<file path="src/rtl/decode_stage.sv">
// Registered RV32I decode stage: decodes the opcode, slices the raw immediate
// fields for the extender, and buffers entries in a 2-entry skid buffer
// (output register + skid register) for full throughput with registered ready.
module decode_stage #(
  parameter int XLEN = 32
) (
  input  logic            clk_i,
  input  logic            rst_ni,
  input  logic            flush_i,
  input  logic            in_valid_i,
  output logic            in_ready_o,
  input  logic [31:0]     instr_i,
  input  logic [XLEN-1:0] pc_i,
  output logic            out_valid_o,
  input  logic            out_ready_i,
  output logic [XLEN-1:0] pc_o,
  output logic [1:0]      extend_o,
  output logic [19:0]     u_type_o,
  output logic [8:0]      j_type_o,
  output logic [12:0]     b_type_o,
  output logic [11:0]     i_and_s_type_o,
  output logic [4:0]      rd_o,
  output logic [4:0]      rs1_o,
  output logic [4:0]      rs2_o,
  output logic [6:0]      opcode_o,
  output logic [2:0]      funct3_o,
  output logic            illegal_o
);

  typedef enum logic [1:0] {
    EXT_U  = 2'b00,
    EXT_J  = 2'b01,
    EXT_B  = 2'b10,
    EXT_IS = 2'b11
  } extend_e;

  localparam logic [6:0] OPC_LUI    = 7'b0110111;
  localparam logic [6:0] OPC_AUIPC  = 7'b0010111;
  localparam logic [6:0] OPC_JAL    = 7'b1101111;
  localparam logic [6:0] OPC_BRANCH = 7'b1100011;
  localparam logic [6:0] OPC_OP_IMM = 7'b0010011;
  localparam logic [6:0] OPC_LOAD   = 7'b0000011;
  localparam logic [6:0] OPC_JALR   = 7'b1100111;
  localparam logic [6:0] OPC_STORE  = 7'b0100011;
  localparam logic [6:0] OPC_OP     = 7'b0110011;
  localparam logic [6:0] OPC_FENCE  = 7'b0001111;
  localparam logic [6:0] OPC_SYSTEM = 7'b1110011;

  // One decoded instruction as held in either buffer slot.
  typedef struct packed {
    logic [XLEN-1:0] pc;
    extend_e         extend;
    logic [19:0]     u_type;
    logic [8:0]      j_type;
    logic [12:0]     b_type;
    logic [11:0]     i_and_s_type;
    logic [4:0]      rd;
    logic [4:0]      rs1;
    logic [4:0]      rs2;
    logic [6:0]      opcode;
    logic [2:0]      funct3;
    logic            illegal;
  } entry_t;

  entry_t dec;
  entry_t or_q, sr_q;
  logic   or_valid_q, sr_valid_q;
  logic   accept, drain;

  // Combinational decode of the incoming instruction; captured only on accept.
  always_comb begin
    // NOTE: every field gets a default first so no path through the case can infer a latch.
    dec              = '0;
    dec.pc           = pc_i;
    dec.u_type       = instr_i[31:12];
    dec.j_type       = {instr_i[31], instr_i[19:12]};
    dec.b_type       = {instr_i[31], instr_i[7], instr_i[30:25], instr_i[11:8], 1'b0};
    dec.i_and_s_type = instr_i[31:20];
    dec.rd           = instr_i[11:7];
    dec.rs1          = instr_i[19:15];
    dec.rs2          = instr_i[24:20];
    dec.opcode       = instr_i[6:0];
    dec.funct3       = instr_i[14:12];
    dec.extend       = EXT_IS;
    dec.illegal      = 1'b0;
    case (instr_i[6:0])
      OPC_LUI, OPC_AUIPC: dec.extend = EXT_U;
      OPC_JAL:            dec.extend = EXT_J;
      OPC_BRANCH:         dec.extend = EXT_B;
      OPC_STORE:          dec.i_and_s_type = {instr_i[31:25], instr_i[11:7]};
      OPC_OP_IMM, OPC_LOAD, OPC_JALR,
      OPC_OP, OPC_FENCE, OPC_SYSTEM: dec.extend = EXT_IS;
      default:            dec.illegal = 1'b1;
    endcase
  end

  // Ready depends only on the skid slot, so there is no path from out_ready_i.
  assign in_ready_o = ~sr_valid_q;
  assign accept     = in_valid_i & in_ready_o;
  assign drain      = or_valid_q & out_ready_i;

  // Skid-buffer occupancy and data movement; flush overrides any accept.
  always_ff @(posedge clk_i or negedge rst_ni) begin
    if (!rst_ni) begin
      or_valid_q <= 1'b0;
      sr_valid_q <= 1'b0;
      // NOTE: data slots are reset too so every output reads zero out of reset.
      or_q       <= '0;
      sr_q       <= '0;
    end else if (flush_i) begin
      // NOTE: state uses non-blocking assignments so all slots update from pre-edge values.
      or_valid_q <= 1'b0;
      sr_valid_q <= 1'b0;
    end else if (!or_valid_q) begin
      // Skid slot is never occupied while the output slot is empty.
      if (accept) begin
        or_q       <= dec;
        or_valid_q <= 1'b1;
      end
    end else if (drain) begin
      if (sr_valid_q) begin
        // A full skid slot implies no accept this cycle.
        or_q       <= sr_q;
        sr_valid_q <= 1'b0;
      end else if (accept) begin
        or_q <= dec;
      end else begin
        or_valid_q <= 1'b0;
      end
    end else if (accept) begin
      sr_q       <= dec;
      sr_valid_q <= 1'b1;
    end
  end

  assign out_valid_o    = or_valid_q;
  assign pc_o           = or_q.pc;
  assign extend_o       = or_q.extend;
  assign u_type_o       = or_q.u_type;
  assign j_type_o       = or_q.j_type;
  assign b_type_o       = or_q.b_type;
  assign i_and_s_type_o = or_q.i_and_s_type;
  assign rd_o           = or_q.rd;
  assign rs1_o          = or_q.rs1;
  assign rs2_o          = or_q.rs2;
  assign opcode_o       = or_q.opcode;
  assign funct3_o       = or_q.funct3;
  assign illegal_o      = or_q.illegal;

endmodule

</file>
<file path="config.mk">
export PLATFORM = sky130hd
export DESIGN_NAME = decode_stage
export DESIGN_NICKNAME = d
export VERILOG_FILES = /design/src/rtl/decode_stage.sv
export SDC_FILE = /design/constraint.sdc
export NUM_CORES = 1
export LEC_CHECK = 0
export ABC_CLOCK_PERIOD_IN_PS = 5000
export BUFFER_PORTS_ARGS = -buffer_cell sky130_fd_sc_hd__buf_2
export CORE_ASPECT_RATIO = 1.4
export CORE_MARGIN = 1
export CORE_UTILIZATION = 50
export DETAILED_ROUTE_END_ITERATION = 7
export MAX_ROUTING_LAYER = met4
export PLACE_DENSITY = 0.76
export SETUP_SLACK_MARGIN = 0.1
export SLEW_MARGIN = 25
export SYNTH_ARGS = -nofsm -noshare
export SYNTH_HDL_FRONTEND = slang
export SYNTH_SLANG_ARGS = --single-unit
</file>
<file path="constraint.sdc">
create_clock -name clk_i -period 5 [get_ports clk_i]
set_input_delay 0.25 -clock clk_i [delete_from_list [all_inputs] [get_ports clk_i]]
set_output_delay 0.25 -clock clk_i [all_outputs]
set_load 0.01 [all_outputs]
</file>
**Word-level counts from Yosys, hierarchy flattened**

Cells that the tools add are included.

- Register bits after elaboration: 229
- Bits of input ports: 69
- Output and inout port bits: 116
- Word-level logic and storage cells: 66

- Equal/unequal tests: 12
- Multiplexer cells: 16
- Bitwise logic cells: 5
- Reduce and logical (&&, ||, !) cells: 7

Operators with widths:

| kind | count |
|---|---|
| $mux W114 | 4 |
| $eq A7 B7 Y1 const B | 4 |
| $eq A7 B6 Y1 const B | 3 |
| $eq A7 B5 Y1 const B | 2 |
| $reduce_or A11 Y1 | 1 |
| $mux W1 | 10 |
| $eq A7 B2 Y1 const B | 1 |
| $eq A7 B4 Y1 const B | 1 |
| $pmux W2 S3 | 1 |
| $mux W5 | 1 |
| $reduce_and A2 Y1 | 2 |
| $reduce_and A4 Y1 | 1 |
| $not A1 Y1 | 3 |
| $reduce_bool A3 Y1 | 1 |
| $and A1 B1 Y1 | 2 |
| $ne A2 B1 Y1 const B | 1 |
| $reduce_bool A2 Y1 | 1 |
| $reduce_or A2 Y1 | 1 |

**Longest topological paths before layout**

Gate-level depths: netlist (run 1).

- Depth after elaboration: 7
- Depth in mapped cells: 7
- Mapped depth without buffers: 4

**Worst setup path after synthesis (run 1)**

No wires, ideal clock.

- Path type: flip-flop to flip-flop
- Start: register sr_valid_q
- End: register sr_q[21] (netlist name)
- Setup time: 0.125 ns
- Data arrival time: 1.483 ns
- Data required time: 4.875 ns
- Setup slack: 3.392 ns
- Stages on the path, launching flop included: 6
- Path buffers: 2
- Period minus slack after synthesis: 1.608 ns
- Cells stage by stage: dfrtp_1 -> nand2b_1 -> buf_2 -> nor3_4 -> buf_2 -> mux2_2

- Word-level cells in the longest chain between the ends: 3

RTL lines:

| element | RTL line | RTL |
|---|---|---|
| start, declared | 67 | `logic or_valid_q, sr_valid_q;` |
| start signal, assigned | 106 | `sr_valid_q <= 1'b0;` |
| start signal, assigned | 113 | `sr_valid_q <= 1'b0;` |
| start signal, assigned | 124 | `sr_valid_q <= 1'b0;` |
| $not A1 Y1 | 98 | `assign in_ready_o = ~sr_valid_q;` |
| $and A1 B1 Y1 | 99 | `assign accept = in_valid_i & in_ready_o;` |
| $reduce_and A4 Y1 (no line) | -- |  |
| end signal, assigned | 109 | `sr_q <= '0;` |
| end signal, assigned | 131 | `sr_q <= dec;` |
| end, declared | 66 | `entry_t or_q, sr_q;` |

No other way between the ends.
A chain may end at the register's enable or synchronous reset.

**Final worst setup path (run 1)**

- Start: register sr_valid_q
- End: register sr_q[69] (netlist name)

Same word-level chain as after synthesis.

==> results.cfg, run 1 <==
[place]
io_buffers = 184
place.gp.congestion = 0.810
hpwlAfterDp_um = 11600
post_dp_cell_area_um2 = 8510

[sta]
setup_tns_ps = 0
finClkSkew_ps = 8.93
finalWorstPathRequiredPeriod_ps = 2330
finalSetupViolCount = 0
timing.max_slew.rel_slack = 0.458
worstMarginPinSlew_ps = 813
finalCritPeriodShare = 0.466
final-max-slew-violation-count = 0
max_clock_freq_mhz = 429
rsz_0062_raised_after_global_routing = no
finalHoldViolCount = 0

[routing]
drc = 0
post_drt_via_cell_ratio = 5.63
wl_um = 17600
drt_pass1_iterations = 5
drt-initial-drc-count = 325
postRouteAntennaNets = 0
vias = 5588
route.detailed.wl_per_inst_um = 17.7

[global_route]
global_route_wire_length_before_repair_um = 29200
grt.overflow.total = 0
grt.met1_usage = 0.305
globalRouteTotalUtil = 0.248
use_met3 = 0.0464
grt_busiest_layer = met2
maximum_number_of_pins_on_one_net_before_global_route_repair = 92
first_global_vias = 5828
antenna_violations_before_repair = 1
global_route.usage.met2 = 0.401

[cts]
buffer_cell_driving_the_clock_tree_root = sky130_fd_sc_hd__clkbuf_16
clkSlewWorstSetupHoldPaths_ps = 70
clk_latency_ps = 420
cts_made_buffers = 17
post-cts-setup-buffers = 0
maximum_clock_insertion_buffer_count = 2
numClockSinks = 188
clock_tree_from_tritoncts = yes
htreeDepth = 4

[yosys]
synthAdderAreaFrac = 0
synth_largest_type_area_fraction = 0.632
synth_top_family_by_area = compound AO/OA/AOI/OAI gates
muxShareOfSynthArea = 0.104
synth.ff_latch_count = 188
synthArstFlopShare = 1.00
yosys_most_used_dff = sky130_fd_sc_hd__dfrtp_1
yosys.cell_count.top_type = sky130_fd_sc_hd__dfrtp_1
post_synth_and_or_nand_nor_area_fraction = 0.0783
commonest_cells_in_the_synthesized_netlist = 188 x sky130_fd_sc_hd__dfrtp_1, 100 x sky130_fd_sc_hd__nor2_1, 61 x sky130_fd_sc_hd__a21oi_1, 60 x sky130_fd_sc_hd__o22ai_1, 46 x sky130_fd_sc_hd__o21a_1
netlist_instances = 621
synth.net_count = 690
netlist-cell-type-count = 29
synthTopCellsByArea = sky130_fd_sc_hd__dfrtp_1 63%, sky130_fd_sc_hd__mux2_1 5.3%, sky130_fd_sc_hd__nor2_1 5.0%
synth_area_in_xor_xnor = 0
mappedNetlistArea_um2 = 7450
ys_seq_area_frac = 0.632
post-synth-top-area-cell = sky130_fd_sc_hd__dfrtp_1
syn_avg_cell_area_um2 = 12.0
synth_area_in_compound_gates = 0.156
synth-edff-count = 0
synth_warnings = 0

[power]
power-per-cell-area_nw_per_um2 = 469
pleak_uw = 0.00405
vdd_ir_drop_max_mv = 0.220
totalPowerFinal_uw = 4300

[setup_path]
crit_path_start_kind = register
worst_ep_arrival_time_ps = 2630
cp_data_required_time_ps = 5300
reg2reg_slack_ps = 2670
rr_startpoint = sr_valid_q$_DFFE_PN0P_
worst_setup_path_end_kind = register
cp_max_fo = 67
timing_worst_setup_path_type = reg2reg
ff2ff_path_depth = 5
rr_endpoint = sr_q[69]$_DFFE_PN0P_

[die]
fp.dieH_um = 146
die-area_um2 = 15400
die_w_um = 105
rows = 52
core_um2 = 14500
initial_utilization = 0.513
ios = 185

[hold_path]
worst_hold_startpoint = instr_i[31]
min_path_type = in2reg
worstHoldEndpoint = sr_q[79]$_DFFE_PN0P_
whs_path_depth = 2

[run_status]
status = completed

[finish]
fin_nets = 860
post_route_cells_drive_above_1_share = 0.323
syn2layout_area_growth_pct = 23.2
num-fill-cells = 1117
design_area_um2 = 9170

[flow_run]
maxCapViolations = 0
final cells by class:
type	count	area [µm²]	share of cell area
diodes	1	2.50	0.000273
clock buffers	18	439	0.0479
clock inverters	12	208	0.0226
inverters	3	11.3	0.00123
multi-input cells	386	2540	0.277
flip-flops and latches	188	4700	0.513
well taps	189	236	0.0258
repair buffers	195	1030	0.113
state kept, by name, indices dropped and copies added, names as in the netlist:
register and flops:
sr_q 72, pc_o 32, u_type_o 20, b_type_o 13, i_and_s_type_o 12, j_type_o 9, opcode_o 7, rd_o 5
rs1_o 5, rs2_o 5, funct3_o 3, extend_o 2, illegal_o 1, out_valid_o 1, sr_valid_q 1
stage by stage:
step                      instances  hold slack, ps   util  setup slack (ps)
after floorplan                 621           -45.6      -              3390
after global placement          959             358  0.586              2700
after detailed placement        960             371  0.587              2690
after CTS                       991            44.9  0.632              2680
after global routing            992            51.7  0.632              2560
final                           992            64.7  0.632              2670
repair_timing:
action	4_1_cts	5_1_grt
endpoints found under the hold margin	89	0
hold buffers	1	0
gates resized for setup	0	0
logic make-up (layout without fill, tap and decap cells):
| kind of cell | count (synthesis) | in the layout |
|---|---|---|
| muxes | 69 | 69 |
| DFF | 188 | 188 |
| and+or+nand+nor | 134 | 134 |
| other | 0 | 1 |
| buffers and inverters | 47 | 228 |
| AOI/OAI and AO/OA | 183 | 183 |
cell usage in the layout (no fill, tap or decap), types with 2 or more instances in the layout:
master                      netlist  layout
sky130_fd_sc_hd__mux2_1          35      35
sky130_fd_sc_hd__nand2_1         16      15
sky130_fd_sc_hd__o22ai_1         60      60
sky130_fd_sc_hd__nor2_1         100      99
sky130_fd_sc_hd__clkbuf_16        0      17
sky130_fd_sc_hd__mux2_2          29      29
sky130_fd_sc_hd__mux2i_1          5       5
sky130_fd_sc_hd__dfrtp_1        188     188
sky130_fd_sc_hd__buf_4            6       8
sky130_fd_sc_hd__bufinv_16        0       5
sky130_fd_sc_hd__a21oi_1         61      61
sky130_fd_sc_hd__nand2b_1         6       5
sky130_fd_sc_hd__o22a_1          10      10
sky130_fd_sc_hd__inv_1            3       3
sky130_fd_sc_hd__nor2b_1          3       3
sky130_fd_sc_hd__o21a_1          46      46
sky130_fd_sc_hd__inv_6            0       4
sky130_fd_sc_hd__nand4b_1         2       2
sky130_fd_sc_hd__o32ai_1          3       3
sky130_fd_sc_hd__buf_2           19     183
sky130_fd_sc_hd__clkinv_4         0       2
worst max-delay path by stage:
stage / from / end / slack, ps
after detailed placement: sr_valid_q$_DFFE_PN0P_ / sr_q[21]$_DFFE_PN0P_ / 2690
final: sr_valid_q$_DFFE_PN0P_ / sr_q[69]$_DFFE_PN0P_ / 2670
after global routing: sr_valid_q$_DFFE_PN0P_ / sr_q[21]$_DFFE_PN0P_ / 2560
after CTS: sr_valid_q$_DFFE_PN0P_ / sr_q[21]$_DFFE_PN0P_ / 2680
after global placement: sr_valid_q$_DFFE_PN0P_ / opcode_o[6]$_DFFE_PN0P_ / 2700
after floorplan: sr_valid_q$_DFFE_PN0P_ / sr_q[21]$_DFFE_PN0P_ / 3390
critical path: stages (launching register included):
cell and delay, ps:
sky130_fd_sc_hd__dfrtp_1 420, sky130_fd_sc_hd__nand2b_2 220, sky130_fd_sc_hd__buf_4 370, sky130_fd_sc_hd__nor3_4 260, sky130_fd_sc_hd__buf_4 500, sky130_fd_sc_hd__mux2_2 400
where the power goes:
group / switching, µW / internal [µW]
combinational: 402 / 374
sequential: 193 / 1860
clock: 570 / 903
per-layer routing:
metal | wire length (µm) | vias up
li1 | - | 2537
met1 | 7410 | 2819
met2 | 9070 | 195
met3 | 695 | 37
met4 | 414 | 0
met5 | 0 | -
(Power assumes the default switching activity.)
==> run 2, diff against run 1 <==
--- a/config.mk
+++ b/config.mk
@@ -5,14 +5,15 @@
 export SDC_FILE = /design/constraint.sdc
 export NUM_CORES = 1
 export LEC_CHECK = 0
-export ABC_CLOCK_PERIOD_IN_PS = 5000
+export ABC_AREA = 1
+export ABC_CLOCK_PERIOD_IN_PS = 2300
 export BUFFER_PORTS_ARGS = -buffer_cell sky130_fd_sc_hd__buf_2
 export CORE_ASPECT_RATIO = 1.4
 export CORE_MARGIN = 1
 export CORE_UTILIZATION = 50
 export DETAILED_ROUTE_END_ITERATION = 7
 export MAX_ROUTING_LAYER = met4
-export PLACE_DENSITY = 0.76
+export PLACE_DENSITY = 0.75
 export SETUP_SLACK_MARGIN = 0.1
 export SLEW_MARGIN = 25
 export SYNTH_ARGS = -nofsm -noshare
==> constraint.sdc (replaced) <==
create_clock -name clk_i -period 2.3 [get_ports clk_i]
set_input_delay 0.115 -clock clk_i [delete_from_list [all_inputs] [get_ports clk_i]]
set_output_delay 0.115 -clock clk_i [all_outputs]
set_load 0.01 [all_outputs]
==> results.cfg, run 2 <==
[run_status]
status = completed

[cts]
maximum_clock_insertion_buffer_count = 2
htreeDepth = 4
clkSlewWorstSetupHoldPaths_ps = 70
buffer_cell_driving_the_clock_tree_root = sky130_fd_sc_hd__clkbuf_16
clk_latency_ps = 430
cts_made_buffers = 17
post-cts-setup-buffers = 0
clock_tree_from_tritoncts = yes
numClockSinks = 188

[global_route]
globalRouteTotalUtil = 0.257
maximum_number_of_pins_on_one_net_before_global_route_repair = 82
first_global_vias = 6563
grt.overflow.total = 0
global_route_wire_length_before_repair_um = 32000
antenna_violations_before_repair = 0

[setup_path]
rr_startpoint = sr_valid_q$_DFFE_PN0P_
cp_max_fo = 81
ff2ff_path_depth = 6
path_cells = inv_1 > nand2_2 > nor3_4 > buf_4 > nand2_1 > o21ai_0
worst_path_largest_cell_delay_ps = 680
cp_data_required_time_ps = 2630
crit_path_top_delay_cell = sky130_fd_sc_hd__buf_4
top_family_by_delay_on_critical_path = buffers and inverters
crit_path_start_kind = register
reg2reg_slack_ps = 370
critical_path_buf_inv_count = 2
worst_setup_path_end_kind = register
rr_endpoint = sr_q[73]$_DFFE_PN0P_
worst_ep_arrival_time_ps = 2250
timing_worst_setup_path_type = reg2reg

[yosys]
mappedNetlistArea_um2 = 7930
commonest_cells_in_the_synthesized_netlist = 254 x sky130_fd_sc_hd__nand2_1, 188 x sky130_fd_sc_hd__dfrtp_1, 126 x sky130_fd_sc_hd__inv_1, 117 x sky130_fd_sc_hd__o21ai_0, 39 x sky130_fd_sc_hd__o22ai_1
synth-edff-count = 0
netlist_instances = 909
synthArstFlopShare = 1.00
yosys_most_used_dff = sky130_fd_sc_hd__dfrtp_1
synth_largest_type_area_fraction = 0.593
netlist-cell-type-count = 23
synth.ff_latch_count = 188
post-synth-top-area-cell = sky130_fd_sc_hd__dfrtp_1
syn_avg_cell_area_um2 = 8.73
synth_warnings = 0
yosys.cell_count.top_type = sky130_fd_sc_hd__nand2_1
synthTopCellsByArea = sky130_fd_sc_hd__dfrtp_1 59%, sky130_fd_sc_hd__nand2_1 12%, sky130_fd_sc_hd__o21ai_0 7.4%
ys_seq_area_frac = 0.593
synth.net_count = 978

[power]
pwr-share-comb = 0.185
power-per-cell-area_nw_per_um2 = 864
pleak_uw = 0.00523
sequentialPowerShare = 0.485
vdd_ir_drop_max_mv = 0.530
internal-power_uw = 6200
net-switching-power_uw = 2680
power.clock.fraction = 0.330
swShare = 0.302

[finish]
largest_register = sr_q
num-fill-cells = 1354
diodes = 0
largest_register_ff_count = 72
post_route_cells_drive_above_1_share = 0.221
fin_nets = 1215
most-common-layout-cells = 253 x sky130_fd_sc_hd__nand2_1, 188 x sky130_fd_sc_hd__dfrtp_1, 183 x sky130_fd_sc_hd__buf_2
syn2layout_area_growth_pct = 29.6
most_common_library_cell_in_the_layout_ignoring_fill_and_taps = sky130_fd_sc_hd__nand2_1
design_area_um2 = 10300
layoutNonFillerInstCount = 1354

[die]
die-area_um2 = 16400
ios = 185
initial_utilization = 0.511
core_um2 = 15500
rows = 54
die_w_um = 108
fp.dieH_um = 151

[routing]
route.detailed.wl_per_inst_um = 14.6
drt_pass1_iterations = 5
post_drt_via_cell_ratio = 5.09
vias = 6891
postRouteAntennaNets = 0
drc = 0
wl_um = 19800
drt-initial-drc-count = 326

[hold_path]
whs_path_depth = 3
worst_hold_startpoint = instr_i[3]
worstHoldEndpoint = sr_q[7]$_DFFE_PN0P_
min_path_type = in2reg

[place]
dp.cells = 1258
io_buffers = 184
hpwlAfterDp_um = 12600
post_dp_cell_area_um2 = 9040
place.gp.congestion = 0.834

[sta]
final-max-slew-violation-count = 0
finClkSkew_ps = 19.0
finalSetupViolCount = 0
finalHoldViolCount = 0
timing.max_slew.rel_slack = 0.471
rsz_0062_raised_after_global_routing = no
finalCritPeriodShare = 0.838
finalWorstPathRequiredPeriod_ps = 1930
setup_tns_ps = 0
max_clock_freq_mhz = 519
worstMarginPinSlew_ps = 793

[flow_run]
maxCapViolations = 0
==> run 2: worst max path at each step <==
stage	start	endpoint	slack, ps	cells after the start
floorplan	out_valid_o$_DFF_PN0_	b_type_o[10]$_DFFE_PN0P_	860	7
global placement	sr_valid_q$_DFFE_PN0P_	sr_q[0]$_DFFE_PN0P_	460	5
detailed placement	sr_valid_q$_DFFE_PN0P_	sr_q[0]$_DFFE_PN0P_	380	5
CTS	sr_valid_q$_DFFE_PN0P_	sr_q[0]$_DFFE_PN0P_	370	5
global route	sr_valid_q$_DFFE_PN0P_	sr_q[30]$_DFFE_PN0P_	200	6
finish	sr_valid_q$_DFFE_PN0P_	sr_q[73]$_DFFE_PN0P_	370	6
==> run 2: layer usage <==
| layer | routed length, µm | vias up | global-route usage |
|---|---|---|---|
| li1 | - | 3386 | - |
| met1 | 8560 | 3272 | 0.330 |
| met2 | 9850 | 198 | 0.414 |
| met3 | 835 | 35 | 0.0336 |
| met4 | 505 | 0 | 0.101 |
| met5 | 0 | - | - |
==> run 2: layout make-up <==
type                       instances  area [µm²]  share of cell area
clock buffer                      18         429              0.0417
clock inverter                    13         155              0.0151
inverter                         130         490              0.0477
multi-input combinational        547        2550               0.248
sequential                       188        4700               0.458
tap                              196         245              0.0238
timing repair buffer             262        1700               0.166
==> run 2: what timing repair did <==
item / in CTS / in global routing
endpoints found under the setup margin: 0 / 22
hold buffers: 65 / 0
hold endpoints to repair: 137 / 0
resized for setup: 0 / 1
==> run 2: kinds of logic (layout without fill, tap and decap cells) <==
kind of cell / count (synthesis) / count (layout) / share of synthesized area
compound gates: 226 / 226 / 0.158
flops: 188 / 188 / 0.593
buf+inv: 174 / 423 / 0.0853
simple gates: 321 / 321 / 0.164
==> run 2: through the flow <==
| step | hold WS (ps) | power [µW] | utilization | setup slack (ps) |
|---|---|---|---|---|
| after floorplan | -181 | 5170 | - | 859 |
| after global placement | 145 | 5850 | 0.582 | 460 |
| after detailed placement | 155 | 5910 | 0.582 | 382 |
| after CTS | 11.0 | 8950 | 0.662 | 371 |
| after global routing | 56.1 | 9360 | 0.662 | 200 |
| final | 16.5 | 8880 | 0.662 | 374 |
==> run 2: worst register-to-register path: stages, from the launching register on <==
cell and delay, ps:
sky130_fd_sc_hd__dfrtp_1 400, sky130_fd_sc_hd__inv_1 90, sky130_fd_sc_hd__nand2_2 170, sky130_fd_sc_hd__nor3_4 220
sky130_fd_sc_hd__buf_4 680, sky130_fd_sc_hd__nand2_1 150, sky130_fd_sc_hd__o21ai_0 120
==> run 2: power by group through the flow <==
stage	Clock [µW]	Sequential, µW	Combinational (µW)
3_3_place_gp	0	4340	1500
2_1_floorplan	0	4480	682
6_report	2930	4310	1640
4_1_cts	2990	4300	1650
3_5_place_dp	0	4360	1560
5_1_grt	3110	4380	1870
==> run 3, diff against run 2 <==
--- a/config.mk
+++ b/config.mk
@@ -5,15 +5,15 @@
 export SDC_FILE = /design/constraint.sdc
 export NUM_CORES = 1
 export LEC_CHECK = 0
-export ABC_AREA = 1
-export ABC_CLOCK_PERIOD_IN_PS = 2300
+export ABC_AREA = 0
+export ABC_CLOCK_PERIOD_IN_PS = 1930
 export BUFFER_PORTS_ARGS = -buffer_cell sky130_fd_sc_hd__buf_2
 export CORE_ASPECT_RATIO = 1.4
 export CORE_MARGIN = 1
 export CORE_UTILIZATION = 50
 export DETAILED_ROUTE_END_ITERATION = 7
 export MAX_ROUTING_LAYER = met4
-export PLACE_DENSITY = 0.75
+export PLACE_DENSITY = 0.76
 export SETUP_SLACK_MARGIN = 0.1
 export SLEW_MARGIN = 25
 export SYNTH_ARGS = -nofsm -noshare
==> constraint.sdc (replaced) <==
create_clock -name clk_i -period 1.93 [get_ports clk_i]
set_input_delay 0.0965 -clock clk_i [delete_from_list [all_inputs] [get_ports clk_i]]
set_output_delay 0.0965 -clock clk_i [all_outputs]
set_load 0.01 [all_outputs]
==> results.cfg, run 3 (synthesis results as in run 1) <==
[sta]
timing.max_slew.rel_slack = 0.553
finalSetupViolCount = 0
finalHoldViolCount = 0
finClkSkew_ps = 14.3
max_clock_freq_mhz = 560
final-max-slew-violation-count = 0
finalCritPeriodShare = 0.925
worstMarginPinSlew_ps = 670
setup_tns_ps = 0
rsz_0062_raised_after_global_routing = no
finalWorstPathRequiredPeriod_ps = 1790

[setup_path]
timing_worst_setup_path_type = in2reg
reg2reg_slack_ps = 210
cp_data_required_time_ps = 2220
crit_path_start_kind = input port
critical_path_buf_inv_count = 2
ff2ff_path_depth = 4
crit_path_top_delay_cell = sky130_fd_sc_hd__dlygate4sd3_1
top_family_by_delay_on_critical_path = simple AND/OR/NAND/NOR gates
rr_startpoint = sr_valid_q$_DFFE_PN0P_
worst_setup_path_end_kind = register
rr_endpoint = sr_q[71]$_DFFE_PN0P_
worst_ep_arrival_time_ps = 2070
cp_max_fo = 6
path_cells = dlygate4sd3_1 > buf_2 > nand3b_1 > nor4_4 > mux2i_1 > a21oi_1
worst_path_largest_cell_delay_ps = 560

[finish]
fin_nets = 935
most_common_library_cell_in_the_layout_ignoring_fill_and_taps = sky130_fd_sc_hd__dfrtp_1
syn2layout_area_growth_pct = 33.7
layoutNonFillerInstCount = 1066
diodes = 0
post_route_cells_drive_above_1_share = 0.309
largest_register = sr_q
most-common-layout-cells = 188 x sky130_fd_sc_hd__dfrtp_1, 183 x sky130_fd_sc_hd__buf_2, 98 x sky130_fd_sc_hd__nor2_1
largest_register_ff_count = 72

[hold_path]
worstHoldEndpoint = sr_q[8]$_DFFE_PN0P_
whs_path_depth = 2
worst_hold_startpoint = instr_i[4]
min_path_type = in2reg

[power]
pleak_uw = 0.00439
power-per-cell-area_nw_per_um2 = 1130
vdd_ir_drop_max_mv = 0.693

[global_route]
grt.overflow.total = 0
global_route_wire_length_before_repair_um = 30700
first_global_vias = 6180
grt.met1_usage = 0.313
globalRouteTotalUtil = 0.263
use_met3 = 0.0438
global_route.usage.met2 = 0.452
grt_busiest_layer = met2
maximum_number_of_pins_on_one_net_before_global_route_repair = 70
antenna_violations_before_repair = 0

[cts]
htreeDepth = 4
cts_made_buffers = 17
clkSlewWorstSetupHoldPaths_ps = 70
buffer_cell_driving_the_clock_tree_root = sky130_fd_sc_hd__clkbuf_16
numClockSinks = 188
clock_tree_from_tritoncts = yes
clk_latency_ps = 420
maximum_clock_insertion_buffer_count = 2

[run_status]
status = completed

[die]
die-area_um2 = 15400
core_um2 = 14500
fp.dieH_um = 146
ios = 185
die_w_um = 105
rows = 52
initial_utilization = 0.513

[place]
dp.cells = 969
hpwlAfterDp_um = 12200
io_buffers = 184
place.gp.congestion = 0.834

[routing]
postRouteAntennaNets = 0
drt-initial-drc-count = 383
post_drt_via_cell_ratio = 5.56
wl_um = 19100
route.detailed.wl_per_inst_um = 17.9
drc = 0
vias = 5926
drt_pass1_iterations = 5

[flow_run]
maxCapViolations = 0
==> run 3: per-layer routing <==
metal / vias up / part of all wire
li1: 2691 / -
met1: 3010 / 0.41
met2: 197 / 0.53
met3: 28 / 0.037
met4: 0 / 0.017
met5: - / 0
==> run 3: final cells by class <==
class / instances / area (µm²)
Multi-Input combinational cell: 386 / 2550
Timing Repair Buffer: 270 / 1840
Clock buffer: 18 / 429
Tap cell: 189 / 236
Sequential cell: 188 / 4700
Clock inverter: 12 / 185
Fill cell: 1026 / 4550
Inverter: 3 / 11.3
==> run 3: what timing repair did <==
action	in CTS	in global routing
hold buffers	64	0
hold endpoints to repair	124	0
setup buffers	0	2
resized for setup	0	3
endpoints found under the setup margin	0	43
==> run 3: how the worst max path moves through the flow <==
| stage | from | to | depth (start not counted) |
|---|---|---|---|
| floorplan | sr_valid_q$_DFFE_PN0P_ | sr_q[21]$_DFFE_PN0P_ | 5 |
| global placement | sr_valid_q$_DFFE_PN0P_ | sr_q[94]$_DFFE_PN0P_ | 4 |
| detailed placement | sr_valid_q$_DFFE_PN0P_ | sr_q[94]$_DFFE_PN0P_ | 4 |
| CTS | sr_valid_q$_DFFE_PN0P_ | sr_q[89]$_DFFE_PN0P_ | 4 |
| global route | sr_valid_q$_DFFE_PN0P_ | sr_q[71]$_DFFE_PN0P_ | 4 |
| finish | instr_i[3] | i_and_s_type_o[2]$_DFFE_PN0P_ | 6 |
==> run 3: per-stage QoR <==
stage | worst slack, ps | utilization | hold slack (ps) | area [µm²] | total power (µW)
after floorplan | 322 | - | -199 | 7450 | 6450
after global placement | 190 | 0.596 | 151 | 8650 | 7270
after detailed placement | 98.5 | 0.596 | 156 | 8650 | 7420
after CTS | 105 | 0.683 | 0.993 | 9900 | 11200
after global routing | 133 | 0.686 | 16.0 | 9950 | 11700
final | 145 | 0.686 | 16.0 | 9950 | 11200
==> run 3: power breakdown <==
group | switching (µW) | internal (µW) | leakage (µW)
clock | 1510 | 2180 | 0.000298
combinational | 1110 | 1090 | 0.00193
sequential | 496 | 4820 | 0.00216
